$ cat config.mk
export PLATFORM = sky130hd
export DESIGN_NAME = task_cmd_issuer
export DESIGN_NICKNAME = d
export VERILOG_FILES = /design/src/rtl/task_cmd_issuer.sv
export SDC_FILE = /design/constraint.sdc
export NUM_CORES = 1
export LEC_CHECK = 0
export ABC_AREA = 1
export BUFFER_PORTS_ARGS = -buffer_cell sky130_fd_sc_hd__buf_4
export CAP_MARGIN = 15
export CORE_MARGIN = 3
export CORE_UTILIZATION = 50
export CTS_CLUSTER_SIZE = 25
export DETAILED_ROUTE_END_ITERATION = 12
export GPL_TIMING_DRIVEN = 0
export PLACE_DENSITY_LB_ADDON = 0.25
export SETUP_SLACK_MARGIN = 0.02
export SLEW_MARGIN = 30
export SYNTH_ARGS = -nofsm -noshare
export SYNTH_HDL_FRONTEND = slang
export SYNTH_SLANG_ARGS = --single-unit
$ cat constraint.sdc
create_clock -name aclk -period 12.5 [get_ports aclk]
set_input_delay 3.75 -clock aclk [delete_from_list [all_inputs] [get_ports aclk]]
set_output_delay 3.75 -clock aclk [all_outputs]
set_load 0.01 [all_outputs]
$ cat src/rtl/task_cmd_issuer.sv
`timescale 1ns/1ps
// -----------------------------------------------------------------------------
// task_cmd_issuer
//
// Purpose:
//   Accepts task-management commands (create / resume / suspend / delay) into
//   a small in-order FIFO and issues them one at a time to the task lists
//   manager. Each command becomes a single-cycle strobe with its operands.
//   After each strobe the issuer stays idle for GAP_CYCLES cycles. Illegal
//   opcodes are dropped without a strobe and raise a sticky error flag.
//
// Configuration:
//   TASK_CMD_DLY_EN - when defined, opcode 3 (delay) is legal and drives
//                     ins_dlylist_out / valdelay_out. When undefined, opcode 3
//                     is illegal, both outputs are tied 0, and the delay field
//                     is not stored.
//
// Parameters:
//   FIFO_DEPTH  command FIFO entries (power of two, 2..16)
//   GAP_CYCLES  idle cycles after each strobe (0..15)
//
// Ports:
//   aclk, areset         clock (rising edge), async active-high reset
//   cmd_valid_in         command offered
//   cmd_ready_out        FIFO not full (0 while in reset)
//   cmd_op_in            0 create, 1 resume, 2 suspend, 3 delay, 4-7 illegal
//   cmd_id_in            task id
//   cmd_tcb_in           TCB address (create only)
//   cmd_pri_in           priority (create only)
//   cmd_delay_in         delay value (delay only)
//   insnew_rdylist_out   create strobe
//   ins_rdylist_out      resume strobe
//   susp_rdylist_out     suspend strobe
//   ins_dlylist_out      delay-list insert strobe
//   idtask_out           task id of the issued command
//   addrtcb_out          TCB address of the issued command (0 unless create)
//   priority_out         priority of the issued command (0 unless create)
//   valdelay_out         delay of the issued command (0 unless delay)
//   busy_out             FIFO non-empty or issuer not idle
//   err_badop_out        sticky illegal-opcode flag
//   fifo_count_out       FIFO occupancy
// -----------------------------------------------------------------------------
module task_cmd_issuer #(
  parameter int FIFO_DEPTH = 4,
  parameter int GAP_CYCLES = 1
) (
  input  logic        aclk,
  input  logic        areset,
  input  logic        cmd_valid_in,
  output logic        cmd_ready_out,
  input  logic [2:0]  cmd_op_in,
  input  logic [7:0]  cmd_id_in,
  input  logic [31:0] cmd_tcb_in,
  input  logic [5:0]  cmd_pri_in,
  input  logic [31:0] cmd_delay_in,
  output logic        insnew_rdylist_out,
  output logic        ins_rdylist_out,
  output logic        susp_rdylist_out,
  output logic        ins_dlylist_out,
  output logic [7:0]  idtask_out,
  output logic [31:0] addrtcb_out,
  output logic [5:0]  priority_out,
  output logic [31:0] valdelay_out,
  output logic        busy_out,
  output logic        err_badop_out,
  output logic [4:0]  fifo_count_out
);

  localparam int         PTR_W    = $clog2(FIFO_DEPTH);
  localparam logic [4:0] DEPTH_C  = 5'(FIFO_DEPTH);
  localparam logic [3:0] GAP_LAST = (GAP_CYCLES > 0) ? 4'(GAP_CYCLES - 1) : 4'd0;

  localparam logic [2:0] OP_CREATE  = 3'd0;
  localparam logic [2:0] OP_RESUME  = 3'd1;
  localparam logic [2:0] OP_SUSPEND = 3'd2;
  localparam logic [2:0] OP_DELAY   = 3'd3;

  // Entry layout, MSB first: op(3) id(8) tcb(32) pri(6) [delay(32)]
`ifdef TASK_CMD_DLY_EN
  localparam int ENT_W = 81;
`else
  localparam int ENT_W = 49;
`endif

  typedef enum logic [1:0] {
    S_IDLE,
    S_ISSUE,
    S_GAP
  } state_t;

  // FIFO storage and control
  logic [ENT_W-1:0] r_mem [FIFO_DEPTH];
  logic [PTR_W-1:0] r_wr_ptr;
  logic [PTR_W-1:0] r_rd_ptr;
  logic [4:0]       r_count;

  logic             w_full;
  logic             w_empty;
  logic             w_push;
  logic             w_pop;
  logic             w_slot;
  logic             w_legal;
  logic [ENT_W-1:0] w_wr_entry;
  logic [ENT_W-1:0] w_head;
  logic [2:0]       w_head_op;
  logic [7:0]       w_head_id;
  logic [31:0]      w_head_tcb;
  logic [5:0]       w_head_pri;

  // Issuer state and registered outputs
  state_t      r_state;
  logic [3:0]  r_gap_cnt;
  logic        r_insnew;
  logic        r_ins;
  logic        r_susp;
  logic [7:0]  r_idtask;
  logic [31:0] r_addrtcb;
  logic [5:0]  r_priority;
  logic        r_err;

  assign w_full  = (r_count == DEPTH_C);
  assign w_empty = (r_count == 5'd0);

  // Readiness depends only on registered occupancy, so a pop in the same
  // cycle never frees a slot for a push to a full FIFO.
  assign cmd_ready_out = ~w_full & ~areset;
  assign w_push        = cmd_valid_in & cmd_ready_out;

  assign w_head     = r_mem[r_rd_ptr];
  assign w_head_op  = w_head[ENT_W-1  -: 3];
  assign w_head_id  = w_head[ENT_W-4  -: 8];
  assign w_head_tcb = w_head[ENT_W-12 -: 32];
  assign w_head_pri = w_head[ENT_W-44 -: 6];

`ifdef TASK_CMD_DLY_EN
  logic [31:0] w_head_dly;
  logic        r_insdly;
  logic [31:0] r_valdelay;

  assign w_wr_entry = {cmd_op_in, cmd_id_in, cmd_tcb_in, cmd_pri_in, cmd_delay_in};
  assign w_head_dly = w_head[31:0];
  assign w_legal    = (w_head_op <= OP_DELAY);
  assign ins_dlylist_out = r_insdly;
  assign valdelay_out    = r_valdelay;
`else
  logic w_unused_delay;

  assign w_wr_entry      = {cmd_op_in, cmd_id_in, cmd_tcb_in, cmd_pri_in};
  assign w_unused_delay  = ^cmd_delay_in;
  assign w_legal         = (w_head_op <= OP_SUSPEND);
  assign ins_dlylist_out = 1'b0;
  assign valdelay_out    = 32'd0;
`endif

  // A pop slot opens in IDLE, at the end of ISSUE when there is no gap, and
  // in the last GAP cycle; the latter two give one command per 1+GAP_CYCLES.
  assign w_slot = (r_state == S_IDLE) ||
                  ((r_state == S_ISSUE) && (GAP_CYCLES == 0)) ||
                  ((r_state == S_GAP) && (r_gap_cnt == GAP_LAST));
  assign w_pop  = w_slot & ~w_empty;

  assign insnew_rdylist_out = r_insnew;
  assign ins_rdylist_out    = r_ins;
  assign susp_rdylist_out   = r_susp;
  assign idtask_out         = r_idtask;
  assign addrtcb_out        = r_addrtcb;
  assign priority_out       = r_priority;
  assign err_badop_out      = r_err;
  assign fifo_count_out     = r_count;
  assign busy_out           = ~w_empty | (r_state != S_IDLE);

  always_ff @(posedge aclk) begin
    if (w_push) begin
      r_mem[r_wr_ptr] <= w_wr_entry;
    end
  end

  always_ff @(posedge aclk or posedge areset) begin
    if (areset) begin
      r_wr_ptr <= '0;
      r_rd_ptr <= '0;
      r_count  <= 5'd0;
    end else begin
      if (w_push) begin
        r_wr_ptr <= r_wr_ptr + PTR_W'(1);
      end
      if (w_pop) begin
        r_rd_ptr <= r_rd_ptr + PTR_W'(1);
      end
      case ({w_push, w_pop})
        2'b10:   r_count <= r_count + 5'd1;
        2'b01:   r_count <= r_count - 5'd1;
        default: r_count <= r_count;
      endcase
    end
  end

  always_ff @(posedge aclk or posedge areset) begin
    if (areset) begin
      r_state    <= S_IDLE;
      r_gap_cnt  <= 4'd0;
      r_insnew   <= 1'b0;
      r_ins      <= 1'b0;
      r_susp     <= 1'b0;
      r_idtask   <= 8'd0;
      r_addrtcb  <= 32'd0;
      r_priority <= 6'd0;
      r_err      <= 1'b0;
`ifdef TASK_CMD_DLY_EN
      r_insdly   <= 1'b0;
      r_valdelay <= 32'd0;
`endif
    end else begin
      r_insnew <= 1'b0;
      r_ins    <= 1'b0;
      r_susp   <= 1'b0;
`ifdef TASK_CMD_DLY_EN
      r_insdly <= 1'b0;
`endif
      if (w_pop) begin
        if (w_legal) begin
          r_state    <= S_ISSUE;
          r_insnew   <= (w_head_op == OP_CREATE);
          r_ins      <= (w_head_op == OP_RESUME);
          r_susp     <= (w_head_op == OP_SUSPEND);
          r_idtask   <= w_head_id;
          r_addrtcb  <= (w_head_op == OP_CREATE) ? w_head_tcb : 32'd0;
          r_priority <= (w_head_op == OP_CREATE) ? w_head_pri : 6'd0;
`ifdef TASK_CMD_DLY_EN
          r_insdly   <= (w_head_op == OP_DELAY);
          r_valdelay <= (w_head_op == OP_DELAY) ? w_head_dly : 32'd0;
`endif
        end else begin
          // Illegal command is discarded; operands keep the last issued values.
          r_state <= S_IDLE;
          r_err   <= 1'b1;
        end
      end else begin
        case (r_state)
          S_ISSUE: begin
            if (GAP_CYCLES > 0) begin
              r_state   <= S_GAP;
              r_gap_cnt <= 4'd0;
            end else begin
              r_state <= S_IDLE;
            end
          end
          S_GAP: begin
            if (r_gap_cnt == GAP_LAST) begin
              r_state <= S_IDLE;
            end else begin
              r_gap_cnt <= r_gap_cnt + 4'd1;
            end
          end
          default: r_state <= S_IDLE;
        endcase
      end
    end
  end

endmodule

# --- Word-level counts from Yosys, hierarchy flattened ---
# Memory sizes are Yosys's and may differ from the RTL's.
# Cells that the tools add are included.
# Widths: inputs -> output; s select.
classes:
  n_bitwise: 9
  n_mux: 17
  magnitude_cmp: 1
  reduce_logical: 12
  n_addsub: 5
  eq_ne: 9
ops:
  columns: ["operator", "count"]
  rows:
  - ["$mux 32", 1]
  - ["$pmux 5 s2", 1]
  - ["$mux 1", 9]
  - ["$pmux 4 s2", 1]
  - ["$mux 6", 1]
  - ["$reduce_bool 2->1", 3]
  - ["$add 5x1->5 const B", 1]
  - ["$eq 5x3->1 const B", 1]
  - ["$logic_not 5->1", 1]
  - ["$not 1->1", 5]
  - ["$sub 5x1->5 const B", 1]
  - ["$add 2x1->2 const B", 2]
  - ["$add 4x1->4 const B", 1]
  - ["$eq 2x1->1 const B", 2]
  - ["$eq 2x2->1 const B", 2]
  - ["$logic_not 4->1", 1]
  - ["$mux 2", 2]
  - ["$mux 4", 1]
  - ["$pmux 2 s2", 1]
  - ["$reduce_and 2->1", 2]
  - ["$and 1x1->1", 3]
  - ["$eq 3x1->1 const B", 1]
  - ["$eq 3x2->1 const B", 1]
  - ["$le 3x2->1 const B", 1]
  - ["8 further kinds", 8]
word_totals:
  register_bits: 65
  mem_bits_rw: 196
  mem_count: 1
  input_bits: 84
  output_inout_bits: 90
memory_table:
  columns: ["memory", "words", "width", "read_ports", "rd_ports_with_merged_regs", "write_ports", "line_no", "rtl"]
  rows:
  - ["r_mem", 4, 49, 1, 0, 1, "92", "logic [ENT_W-1:0] r_mem [FIFO_DEPTH];"]

# --- Logic depth before layout (Yosys ltp) ---
# Gate-level depths: netlist (run 1).
depth:
  word_depth: 6
  depth_mapped: 19
  mapped_depth_nobuf: 19

# --- Worst setup path before layout (run 1) ---
# No wires, ideal clock.
synth_timing:
  path_kind: "input -> output"
  from: "in areset"
  to: "out cmd_ready_out"
  path_buffers: 0
  path_slack_ns: 3.365
  path_stages: 3
  arrival_ns: 5.385
  cell_sequence: "inv_1 nand2_1 inv_1"
synth_via:
  elab_chain_cells: 2
synth_rtl:
  columns: ["item", "line_no", "rtl"]
  rows:
  - ["start: declaration", "48", "input logic areset,"]
  - ["$not 1->1", "126", "assign cmd_ready_out = ~w_full & ~areset;"]
  - ["$and 1x1->1", "126", null]
  - ["end: declaration", "50", "output logic cmd_ready_out,"]
# No other way between the ends.

# --- Worst setup path in the final report (run 1) ---
# Ends and elaborated chain as after synthesis.

==> metrics.csv, run 1 <==
metric,value,unit
leading area contributor after synthesis,edfxtp_1,
async set-or-reset flop fraction in the synthesized netlist,0.2490,
clock network fraction of total power,0.241,
drc violations,0,
sequential share of the synthesized area,0.7070,
largest net degree at the start of global routing,37,
critical path class,input pin to output port,
Synth warnings,0,
core area,20560,um2
required time of the critical path,8.75,ns
"top cells by area, synth","edfxtp_1 55%, dfrtp_1 15%, nand2_1 6.6%, nor2_1 5.2%, o21ai_0 5.1%",
crit share post-route,0.6584,
die area,23040,um2
synthesized instance count,922,
Crit path arrival time,4.48,ns
Startpoint Class,input pin,
DIE HEIGHT,151.8,um
initial antenna violation count,0,
Peak VDD IR,139.0,uV
Post-DRT Antenna Nets,0,
Post-CTS Hold Buffers,0,
Synth top area share,0.5539,
H-tree levels,1,
Reg power frac,0.377,
Vias/cell,5.121,
Ports,174,
CP Capture Type,output port,
Worst-Margin Slew,0.6512,ns
"Avg Cell Area, Syn",11.52,um2
via count,7123,
Area Growth Syn to Fin,22.34,%
Final Max Slew Viols,0,
TNS Setup,0,ns
combinational share of power,0.382,
drt total wl,23.46,mm
Leak,5.453,nW
vias in the first global route,6845,
Clock Path Buffers,3,
status,"complete, no violations",
Post-CTS Setup Bufs,0,
Seq cells post-synth,261,
CTS tree,yes,
# rows,52,
final hold violations,0,
HP Class,register to register,
worst flop-to-flop path endpoint,fifo_count_out[4],
Detailed Routing Iterations Pass 1,5,
Worst Hold End,addrtcb_out[19],
clk slew on worst S/H paths,0.06,ns
Post-synth EDFFs,196,
first-pass GRT wire length,35.61,mm
synthesized area,10630,um2
post-CTS sizing,0,
# port buffers,108,
PwrDens,236.4,nW/um2
unrepaired setup endpoints after global routing,no,
Power Total,3.073,mW
reg2reg start,fifo_count_out[0],
Final min period,8.229,ns
CP max FO,31,
R2R cell count,18,
DP HPWL,15.39,mm
FF-to-FF setup slack,9.87,ns
total grt overflow,0,
Hold Startpoint,addrtcb_out[19],
sw power,1.140,mW
Clock Latency Late Sink,0.53,ns
top_reg_cell synth,edfxtp_1,
routed len/inst,16.86,um
internal power,1.933,mW
clk sinks,261,
fmax,121.5,MHz
Iter 0 DRT Violations,601,
most frequent cells in the layout,"196 x edfxtp_1, 186 x nand2_1, 144 x nor2_1, 144 x buf_4, 109 x o21ai_0",
Critical Path Source,areset,
n_diodes,0,
number of library cell types mapped by synthesis,29,
fraction of layout cells with a size suffix above 1,0.2034,
Num CTS Buffers,27,
Max Cap Viol,0,
Rel. slew slack,0.5648,
Switching Fraction,0.3709,
hold depth,2,
Chip Width,151.8,um
Clock Skews,0.01962,ns
clock root cell,clkbuf_16,
Final setup viols,0,
GRT Total Usage,0.1997,
"commonest non-fill, non-tap cell in the layout",edfxtp_1,
nets,1197,
Initial Util,0.5168,
Placer Congestion,0.7478,
-- synth_stat cells (2+ instances only) --
| cell type | count |
|---|---|
| buf_2 | 12 |
| buf_4 | 36 |
| buf_6 | 7 |
| clkbuf_1 | 20 |
| dfrtp_1 | 65 |
| edfxtp_1 | 196 |
| ha_1 | 12 |
| inv_1 | 49 |
| inv_2 | 2 |
| nand2_1 | 186 |
| nand2_2 | 5 |
| nand3_1 | 16 |
| nand4_1 | 4 |
| nor2_1 | 148 |
| nor3_1 | 2 |
| o21ai_0 | 109 |
| o21ai_1 | 12 |
| o22ai_1 | 25 |
| xnor2_1 | 3 |
| xor2_1 | 4 |
-- flip-flops by register name (all words and copies together) (netlist names) --
name,flops
r_state,2
fifo_count_out,5
r_gap_cnt,4
ins_rdylist_out,1
idtask_out,8
r_mem,196
err_badop_out,1
addrtcb_out,32
r_wr_ptr,2
insnew_rdylist_out,1
susp_rdylist_out,1
r_rd_ptr,2
priority_out,6
-- cell type report --
| type | instances | area [um2] |
|---|---|---|
| Clock buffer | 35 | 715.7 |
| Buffer | 76 | 488.0 |
| Fill cell | 1585 | 7561 |
| Tap cell | 270 | 337.8 |
| Timing Repair Buffer | 118 | 1066 |
| Sequential cell | 261 | 7512 |
| Clock inverter | 14 | 101.3 |
| Multi-Input combinational cell | 566 | 2584 |
| Inverter | 51 | 193.9 |
-- logic make-up after synthesis --
group                      after synthesis  synth area share
AOI/OAI and AO/OA                      150           0.07442
xor gates and xnor gates                 7          0.005770
buffers and inverters                  127           0.06394
adders and majority gates               12           0.01413
other                                    1         0.0003529
and+or+nand+nor                        364            0.1344
DFF                                    261            0.7070
-- worst max-delay path by stage --
stage,end,cells past startpoint
global placement,r_mem[3][45],6
global route,cmd_ready_out,5
CTS,cmd_ready_out,5
detailed placement,cmd_ready_out,5
finish,cmd_ready_out,5
floorplan,cmd_ready_out,3
-- routing by layer --
layer | track usage | vias to the layer above | routed length [um]
li1 | - | 3408 | -
met1 | 0.2682 | 3417 | 9801
met4 | 0.06020 | 0 | 428
met5 | 0 | - | 0
met2 | 0.3369 | 261 | 11490
met3 | 0.03421 | 37 | 1733
-- per-stage QoR --
stage | cell area [um2] | instances | hold slack [ns] | setup WS (ns) | utilization
finish | 13000 | 1391 | 0.4779 | 4.271 | 0.6322
global route | 13000 | 1391 | 0.4975 | 4.141 | 0.6322
CTS | 13000 | 1391 | 0.4844 | 4.223 | 0.6322
detailed placement | 12180 | 1342 | 0.4661 | 4.220 | 0.5925
global placement | 11890 | 1332 | 0.4669 | 1.865 | 0.5785
floorplan | 10750 | 954 | 0.4998 | 3.365 | -
-- power groups by stage --
stage / logic (mW) / clock network (mW) / registers [mW]
6_report: 1.17 / 0.742 / 1.16
3_5_place_dp: 1.17 / 0 / 1.17
4_1_cts: 1.18 / 0.749 / 1.16
5_1_grt: 1.31 / 0.783 / 1.17
3_3_place_gp: 1.11 / 0 / 1.18
2_1_floorplan: 0.703 / 0 / 1.20
-- worst max-delay path, cell delays in order --
cell and delay (ns):
buf_4 0.12, inv_4 0.31, nand2_1 0.10, inv_1 0.08, buf_4 0.12
Note: power is estimated with default switching activity, not from simulation.
==> run 2: changes to the inputs <==
--- a/config.mk
+++ b/config.mk
@@ -5,7 +5,7 @@
 export SDC_FILE = /design/constraint.sdc
 export NUM_CORES = 1
 export LEC_CHECK = 0
-export ABC_AREA = 1
+export ABC_AREA = 0
 export BUFFER_PORTS_ARGS = -buffer_cell sky130_fd_sc_hd__buf_4
 export CAP_MARGIN = 15
 export CORE_MARGIN = 3
==> constraint.sdc (replaced) <==
create_clock -name aclk -period 7.2 [get_ports aclk]
set_input_delay 2.16 -clock aclk [delete_from_list [all_inputs] [get_ports aclk]]
set_output_delay 2.16 -clock aclk [all_outputs]
set_load 0.01 [all_outputs]
==> metrics.csv, run 2 <==
metric,value,unit
Clock Path Buffers,3,
Post-CTS Setup Bufs,0,
CP max FO,6,
initial antenna violation count,0,
Vias/cell,5.303,
internal power,3.410,mW
top-count cell post-synth,edfxtp_1,
Worst Setup EP,cmd_ready_out,
GRT Total Usage,0.1814,
combinational share of power,0.318,
Synth top area share,0.5728,
Final Max Slew Viols,0,
status,"complete, no violations",
Num CTS Buffers,27,
reg2reg start,fifo_count_out[1],
first-pass GRT wire length,31.42,mm
clock network fraction of total power,0.275,
Reg power frac,0.407,
fmax,195.9,MHz
worst flop-to-flop path endpoint,fifo_count_out[4],
total grt overflow,0,
nets,826,
Iter 0 DRT Violations,246,
Startpoint Class,input pin,
TNS Setup,0,ns
H-tree levels,1,
# port buffers,108,
Max Cap Viol,0,
PwrDens,391.0,nW/um2
Synth warnings,0,
synthesized instance count,556,
most frequent cells in the layout,"196 x edfxtp_1, 141 x buf_4, 65 x dfrtp_1",
HP Class,register to register,
Initial Util,0.5178,
FF-to-FF setup slack,4.03,ns
fraction of layout cells with a size suffix above 1,0.3489,
die area,22310,um2
critical path class,input pin to output port,
Detailed Routing Iterations Pass 1,5,
Peak VDD IR,224.5,uV
"commonest non-fill, non-tap cell in the layout",edfxtp_1,
sequential share of the synthesized area,0.7310,
unrepaired setup endpoints after global routing,no,
top_reg_cell synth,edfxtp_1,
largest reg by FF count,r_mem,
Area Growth Syn to Fin,21.97,%
"top cells by area, synth","edfxtp_1 57%, dfrtp_1 16%, mux4_2 11%, buf_4 2.4%, ha_1 1.5%",
Rel. slew slack,0.4164,
Post-CTS Hold Buffers,0,
# rows,51,
CP Capture Type,output port,
Switching Fraction,0.3043,
clk sinks,261,
Ports,174,
Seq cells post-synth,261,
Critical Path Source,areset,
routed len/inst,19.57,um
post-CTS sizing,0,
R2R cell count,12,
vias in the first global route,5763,
clk slew on worst S/H paths,0.06,ns
leading area contributor after synthesis,edfxtp_1,
DIE HEIGHT,149.4,um
sw power,1.491,mW
Hold Startpoint,err_badop_out,
DP HPWL,12.85,mm
Chip Width,149.4,um
async set-or-reset flop fraction in the synthesized netlist,0.2490,
final hold violations,0,
Clock Skews,0.01055,ns
n_diodes,0,
post-layout util,0.6315,
crit share post-route,0.7089,
Post-synth EDFFs,196,
Final min period,5.104,ns
Leak,4.774,nW
Final setup viols,0,
drc violations,0,
drt total wl,19.88,mm
CTS tree,yes,
largest net degree at the start of global routing,35,
synthesized area,10280,um2
Clock Latency Late Sink,0.51,ns
"Avg Cell Area, Syn",18.48,um2
Synth top cells by count,"196 x edfxtp_1, 65 x dfrtp_1, 49 x mux4_2",
via count,5388,
required time of the critical path,5.04,ns
Crit path arrival time,2.94,ns
Post-DRT Antenna Nets,0,
clock root cell,clkbuf_16,
Worst-Margin Slew,0.8753,ns
Placer Congestion,0.7926,
core area,19850,um2
number of flip-flops in the largest register,196,
number of library cell types mapped by synthesis,43,
run 2: worst min path at each step:
stage / endpoint / slack (ns) / cells past startpoint
CTS: err_badop_out / 0.50 / 1
global placement: err_badop_out / 0.48 / 1
global route: err_badop_out / 0.51 / 1
detailed placement: err_badop_out / 0.49 / 1
finish: err_badop_out / 0.50 / 1
floorplan: r_gap_cnt[2] / 0.50 / 1
run 2: cells by family after synthesis:
kind of cell | count (synthesis) | share of synthesized area
fa+ha+maj | 12 | 0.01461
xor+xnor | 9 | 0.007670
compound gates | 57 | 0.03896
buf+inv | 92 | 0.04663
other cells | 1 | 0.0003649
mux | 65 | 0.1243
flops | 261 | 0.7310
simple gates | 59 | 0.03641
run 2: per-layer routing:
layer  wire length, um  GRT usage  up-vias
li1                  -          -     2442
met1              8045     0.2350     2765
met2             10330     0.3210      154
met3              1156    0.03008       27
met4               343    0.04805        0
met5                 0          0        -
run 2: cell type report:
type | count | area, um2
repair buffers | 113 | 910.9
well taps | 265 | 331.6
plain buffers | 60 | 360.3
flip-flops and latches | 261 | 7512
clock inverters | 13 | 147.6
inverters | 32 | 122.6
clock buffers | 37 | 723.2
fillers | 1415 | 7312
multi-input cells | 235 | 2425
run 2: power groups by stage:
stage | Combinational [mW] | Clock [mW] | Sequential, mW
global placement | 1.52 | 0 | 2.02
detailed placement | 1.59 | 0 | 2.02
finish | 1.56 | 1.35 | 1.99
CTS | 1.59 | 1.37 | 2.00
global route | 1.71 | 1.44 | 2.02
floorplan | 1.00 | 0 | 2.05
run 2: worst max-delay path: stages:
cell	delay (ns)
buf_4	0.13
a31oi_1	0.44
buf_4	0.22
run 2: per-stage QoR:
| step | instances | area [um2] | power (mW) | hold slack, ns | setup slack [ns] |
|---|---|---|---|---|---|
| global placement | 961 | 11540 | 3.542 | 0.4774 | 1.869 |
| floorplan | 588 | 10400 | 3.049 | 0.4968 | 2.536 |
| finish | 1016 | 12530 | 4.901 | 0.5044 | 2.096 |
| global route | 1016 | 12530 | 5.168 | 0.5140 | 2.037 |
| CTS | 1016 | 12530 | 4.957 | 0.5013 | 2.107 |
| detailed placement | 966 | 11660 | 3.610 | 0.4866 | 2.105 |
